===== src/rtl/bit_serial_adder.sv =====
// Bit-serial adder: one full-adder slice processes WIDTH-bit operands LSB-first,
// one bit per clock, with the carry registered between bits.
module bit_serial_adder #(
  parameter int unsigned WIDTH = 8
) (
  input  logic             clk,
  input  logic             rst_n,
  input  logic             start,
  input  logic [WIDTH-1:0] a,
  input  logic [WIDTH-1:0] b,
  input  logic             cin,
  output logic             ready,
  output logic             busy,
  output logic             done,
  output logic [WIDTH-1:0] sum,
  output logic             cout,
  output logic             ovf
);

  localparam int unsigned CW = (WIDTH > 1) ? $clog2(WIDTH) : 1;

  typedef enum logic [1:0] {
    IDLE,
    RUN,
    DONE
  } state_t;

  state_t           state_q, state_d;
  logic [WIDTH-1:0] sha_q, sha_d;
  logic [WIDTH-1:0] shb_q, shb_d;
  logic [WIDTH-1:0] shs_q, shs_d;
  logic             carry_q, carry_d;
  logic [CW-1:0]    cnt_q, cnt_d;
  logic [WIDTH-1:0] sum_q, sum_d;
  logic             cout_q, cout_d;
  logic             ovf_q, ovf_d;

  logic             bit_s, bit_c;
  logic [WIDTH-1:0] shs_next;

  always_comb begin
    bit_s    = sha_q[0] ^ shb_q[0] ^ carry_q;
    bit_c    = (sha_q[0] & shb_q[0]) | (sha_q[0] & carry_q) | (shb_q[0] & carry_q);
    // Shift-and-or form keeps the WIDTH=1 case free of empty part-selects
    shs_next = (shs_q >> 1) | (WIDTH'(bit_s) << (WIDTH - 1));
  end

  always_comb begin
    state_d = state_q;
    sha_d   = sha_q;
    shb_d   = shb_q;
    shs_d   = shs_q;
    carry_d = carry_q;
    cnt_d   = cnt_q;
    sum_d   = sum_q;
    cout_d  = cout_q;
    ovf_d   = ovf_q;
    unique case (state_q)
      IDLE: begin
        if (start) begin
          sha_d   = a;
          shb_d   = b;
          carry_d = cin;
          cnt_d   = '0;
          state_d = RUN;
        end
      end
      RUN: begin
        sha_d   = sha_q >> 1;
        shb_d   = shb_q >> 1;
        shs_d   = shs_next;
        carry_d = bit_c;
        cnt_d   = cnt_q + CW'(1);
        if (cnt_q == CW'(WIDTH - 1)) begin
          sum_d   = shs_next;
          cout_d  = bit_c;
          ovf_d   = carry_q ^ bit_c;
          cnt_d   = cnt_q;
          state_d = DONE;
        end
      end
      DONE: begin
        state_d = IDLE;
      end
      default: begin
        state_d = IDLE;
      end
    endcase
  end

  always_ff @(posedge clk or negedge rst_n) begin
    if (!rst_n) begin
      state_q <= IDLE;
      sha_q   <= '0;
      shb_q   <= '0;
      shs_q   <= '0;
      carry_q <= 1'b0;
      cnt_q   <= '0;
      sum_q   <= '0;
      cout_q  <= 1'b0;
      ovf_q   <= 1'b0;
    end else begin
      state_q <= state_d;
      sha_q   <= sha_d;
      shb_q   <= shb_d;
      shs_q   <= shs_d;
      carry_q <= carry_d;
      cnt_q   <= cnt_d;
      sum_q   <= sum_d;
      cout_q  <= cout_d;
      ovf_q   <= ovf_d;
    end
  end

  always_comb begin
    ready = (state_q == IDLE);
    busy  = (state_q == RUN);
    done  = (state_q == DONE);
    sum   = sum_q;
    cout  = cout_q;
    ovf   = ovf_q;
  end

endmodule

===== config.mk =====
export PLATFORM = sky130hd
export DESIGN_NAME = bit_serial_adder
export DESIGN_NICKNAME = d
export VERILOG_FILES = /design/src/rtl/bit_serial_adder.sv
export SDC_FILE = /design/constraint.sdc
export NUM_CORES = 1
export LEC_CHECK = 0
export ABC_AREA = 1
export CAP_MARGIN = 0
export CORE_ASPECT_RATIO = 0.9
export CORE_MARGIN = 4
export CORE_UTILIZATION = 51
export CTS_CLUSTER_DIAMETER = 100
export DETAILED_ROUTE_END_ITERATION = 12
export PLACE_DENSITY = 0.78
export SLEW_MARGIN = 5
export SYNTH_ARGS = -nofsm -noshare
export SYNTH_HDL_FRONTEND = slang
export SYNTH_SLANG_ARGS = --single-unit

===== constraint.sdc =====
create_clock -name clk -period 1.4 [get_ports clk]
set_input_delay 0.35 -clock clk [delete_from_list [all_inputs] [get_ports clk]]
set_output_delay 0.35 -clock clk [all_outputs]
set_load 0.01 [all_outputs]

Word level (Yosys, flattened, before mapping)
Cells that the tools add are included.
- bits in registers: 40
- input bits: 20
- logic and storage cells: 43
- add/sub/neg operators: 1
- equal/unequal tests: 6
- muxes and demuxes: 12
- bitwise logic cells: 9
- reduce and logical (&&, ||, !) cells: 6
- operators by type and width (operator ; count):
    $pmux 8 s2 ; 2
    $mux 8 ; 2
    $or 7x8->8 ; 1
    $mux 3 ; 2
    $pmux 3 s2 ; 1
    $reduce_and 2->1 ; 3
    $mux 2 ; 2
    $ne 2x2->1 const B ; 2
    $pmux 2 s2 ; 1
    $add 3x1->3 const B ; 1
    $and 1x1->1 ; 3
    $eq 3x3->1 const B ; 1
    $reduce_and 3->1 ; 1
    $xor 1x1->1 ; 3
    $eq 2x1->1 const B ; 1
    $eq 2x2->1 const B ; 1
    $logic_not 2->1 ; 1
    $ne 2x1->1 const B ; 1
    $or 1x1->1 ; 2
    $pmux 1 s2 ; 1
    $reduce_bool 2->1 ; 1
    $mux 1 ; 1

Longest topological paths before layout
Gate-level depths: netlist of the first run.
- depth after elaboration: 4
- gate-level depth with buffers: 6
- depth with buffers taken out: 6

Worst setup path before layout of the first run
OpenSTA, ideal clock, no wires.
- kind: flip-flop to output port
- from: register state_q[1]
- to: output port done
- arrival: 897 ps
- setup slack: 153 ps
- stages on the path, launching flop included: 4
- cell sequence: dfrtp_1 > inv_2 > clkbuf_1 > nor2_1
- cells in the longest elaborated chain, start to end: 1
- ends and longest elaborated chain (what ; line ; text):
    start: declaration ; 28 ; state_t state_q, state_d;
    start signal: assignment ; 103 ; state_q <= state_d;
    $eq 2x2->1 ; 118 ; done = (state_q == DONE);
    end: declaration ; 14 ; output logic done,
No other way between the ends.

Worst setup path after layout of the first run
- from: register state_q[0]
- to: output port done
Same word-level chain as after synthesis.

==> results of run 1 <==
-- how the worst max path moves through the flow --
stage,from,slack [ps],to,cells after the start
floorplan,state_q[1],150,done,3
global placement,start,-100,sha_q[2],5
detailed placement,start,-190,sha_q[3],5
CTS,state_q[0],-50,done,3
global route,state_q[0],-60,ready,3
finish,state_q[0],-9,done,3
-- power groups by stage --
stage | sequential [mW] | combinational [mW] | clock, mW
floorplan | 1.92 | 1.31 | 0
global placement | 1.89 | 2.05 | 0
detailed placement | 1.91 | 2.11 | 0
CTS | 1.88 | 2.10 | 1.13
global route | 1.95 | 2.59 | 1.19
finish | 1.89 | 2.27 | 1.10
-- cell type report --
class | instances | area [um2] | area share (%)
Clock buffer | 6 | 72.57 | 2.901
Tap cell | 44 | 55.05 | 2.201
Multi-Input combinational cell | 137 | 733.2 | 29.31
Clock inverter | 2 | 60.06 | 2.401
Sequential cell | 39 | 975.9 | 39.02
Timing Repair Buffer | 48 | 481.7 | 19.26
Inverter | 32 | 122.6 | 4.902
-- placed cells by master (no fill, tap or decap), drive strengths merged --
cell / instances
nand2: 65
nand3: 45
dfrtp: 39
inv: 32
buf: 20
clkdlybuf4s50: 18
o21ai: 15
dlygate4sd2: 10
clkbuf: 6
nor2: 5
nand4: 3
bufinv: 2
ha: 2
xor2: 1
fa: 1
-- flip-flops by register name, summed over array words and instances (netlist names) --
signal   flops
state_q      2
sha_q        8
shb_q        8
cnt_q        3
shs_q        7
ovf          1
sum          8
carry_q      1
cout         1
-- through the flow --
step | std cells | area [um2] | worst slack (ps)
6_report | 308 | 2501 | -9.343
5_1_grt | 308 | 2501 | -57.66
4_1_cts | 307 | 2414 | -45.86
3_5_place_dp | 296 | 2261 | -188.5
3_3_place_gp | 296 | 2261 | -96.54
2_1_floorplan | 217 | 1824 | 152.7
-- routing by layer --
layer,track usage (%),part of all wire (%),wire [um],up-vias
met5,0,0,0,-
met4,7.981,2.6,104,0
li1,-,-,-,777
met2,30.56,49,2000,38
met3,5.116,4.1,166,12
met1,23.92,44,1782,730
-- kinds of logic after synthesis --
logic type                 Yosys count  share of synthesized area [%]
and+or+nand+nor                    118                          28.74
xor gates and xnor gates             1                         0.4802
buffers and inverters               41                          9.260
AOI/OAI and AO/OA                   15                          5.555
adders and majority gates            3                          2.469
DFF                                 39                          53.50
-- what timing repair did --
action                                  CTS  global route
pin swaps                                 0             2
endpoints found under the setup margin   29            31
buffers inserted                          3             1
gates resized for setup                  30            19
==> results.toml, run 1 <==
[power]
ir_drop_v = 0.001245
p_total_mw = 5.262
p_int_mw = 3.331
p_sw_share_pct = 36.70
pwr-share-seq_pct = 35.9
leakage_nw = 1.313
p_switching_mw = 1.931
pwr-share-comb_pct = 43.1
power_density_nw_per_um2 = 2104
clkPwrFrac_pct = 20.9

[yosys]
synth_cell_type_count = 19
syn_area_um2 = 1824
async_reset_ff_share_pct = 100.0
yosysSeqAreaShare_pct = 53.50
syn_nets = 240
synthCells = 217
yosys_warnings = 0
synth_most_common_cell = "nand2_1"
synth_seq_cells = 39
netlist_top_cells_count = "63 x nand2_1, 45 x nand3_1, 39 x dfrtp_1"
synth_top_area_share_pct = 53.50
synth_area_per_cell_um2 = 8.407
synth.area.top_cells = "dfrtp_1 53%, nand2_1 13%, nand3_1 12%"
synthFlopType = "dfrtp_1"
netlist.top_cell.by_area = "dfrtp_1"
synth-edff-count = 0

[setup_path]
crit_top_cell = "buf_6"
worstPathRequired_ps = 1050
critPathArrivalTime_ps = 1060
reg2reg_depth = 7
cpMaxStageDelayCell = "dfrtp_1"
r2r-start = "state_q[1]"
rr_endpoint = "shb_q[1]"
path_cells = "buf_6 -> nor2_4 -> buf_6"
path_max_fanout = 3
ff2ff_setup_slack_ps = 30
cp.buffers_inverters = 2
start_kind = "register"
cp_top_family = "flip-flops"
setup.worst_path.class = "register to output pin"
end_kind = "output pin"
cp_slowest_stage_delay_ps = 400

[route]
vias = 1557
drt-wirelength-per-cell_um = 13.17
drt-initial-drc-count = 81
ant_nets = 0
dr.pass1.iters = 4
drcViolationCount = 0
routed_wl_mm = 4.055
viasPerCell = 5.055

[timing]
hold_violations = 0
fin_tns_setup_ps = -15.65
relSlewSlack_pct = 83.80
max_freq_mhz = 709.6
grt_setup_unrepaired = "true"
period_share_pct = 100.7
maxSlewViolCount = 0
hold_slack_ps = 5.567
skew_ps = 7.568
worst_slack_ps = -9.343
tightest_slew_ps = 242.7
setup_viol = 2
min_period_ps = 1409

[placed_design]
hpwlAfterDp_mm = 2.683
io_buffers = 32
gp_congestion = 0.8169

[die]
die-width_um = 71.04
core.rowCount = 20
dieArea_um2 = 4599
start_util_pct = 53.60
die-height_um = 64.74
coreArea_um2 = 3403
ios = 33

[run_status]
violations = "setup timing"
outcome = "finished with violations"

[final_layout]
final_layout_size_suffix_gt1_share_pct = 17.42
area_growth_syn_to_layout_pct = 37.11
fin_util_pct = 73.49
antennaDiodeCount = 0
fillCellCount = 256
nNetsFinal = 286

[global_routing]
grt-ovfl-total = 0
track_usage_pct = 18.91
grt_max_degree = 40
grt_pass1_vias = 1492
antenna_found_initial = 0
grt_pass1_wl_mm = 6.775

[cts]
cts_tree = "done"
cts.clk_slew.worst_paths_ps = 80
clock_path_buffers = 2
numCtsBuffers = 5
ctsHoldBuffers = 0
cts_sinks = 39
worstSkewPairLatency_ps = 300
clockRootBuffer = "clkbuf_8"
cts-htree-levels = 2

[hold_path]
hold_path.class = "input port to asynchronous set/reset pin"

[flow_run]
cap_viol_max_count = 0
Power figures use the tool's default switching activity.
==> run 2, diff against run 1 <==
--- a/config.mk
+++ b/config.mk
@@ -11,6 +11,7 @@
 export CORE_MARGIN = 4
 export CORE_UTILIZATION = 51
 export CTS_CLUSTER_DIAMETER = 100
+export CTS_CLUSTER_SIZE = 8
 export DETAILED_ROUTE_END_ITERATION = 12
 export PLACE_DENSITY = 0.78
 export SLEW_MARGIN = 5
==> results of run 2 <==
Final layout, timing and power as in run 1 (identical DEF).
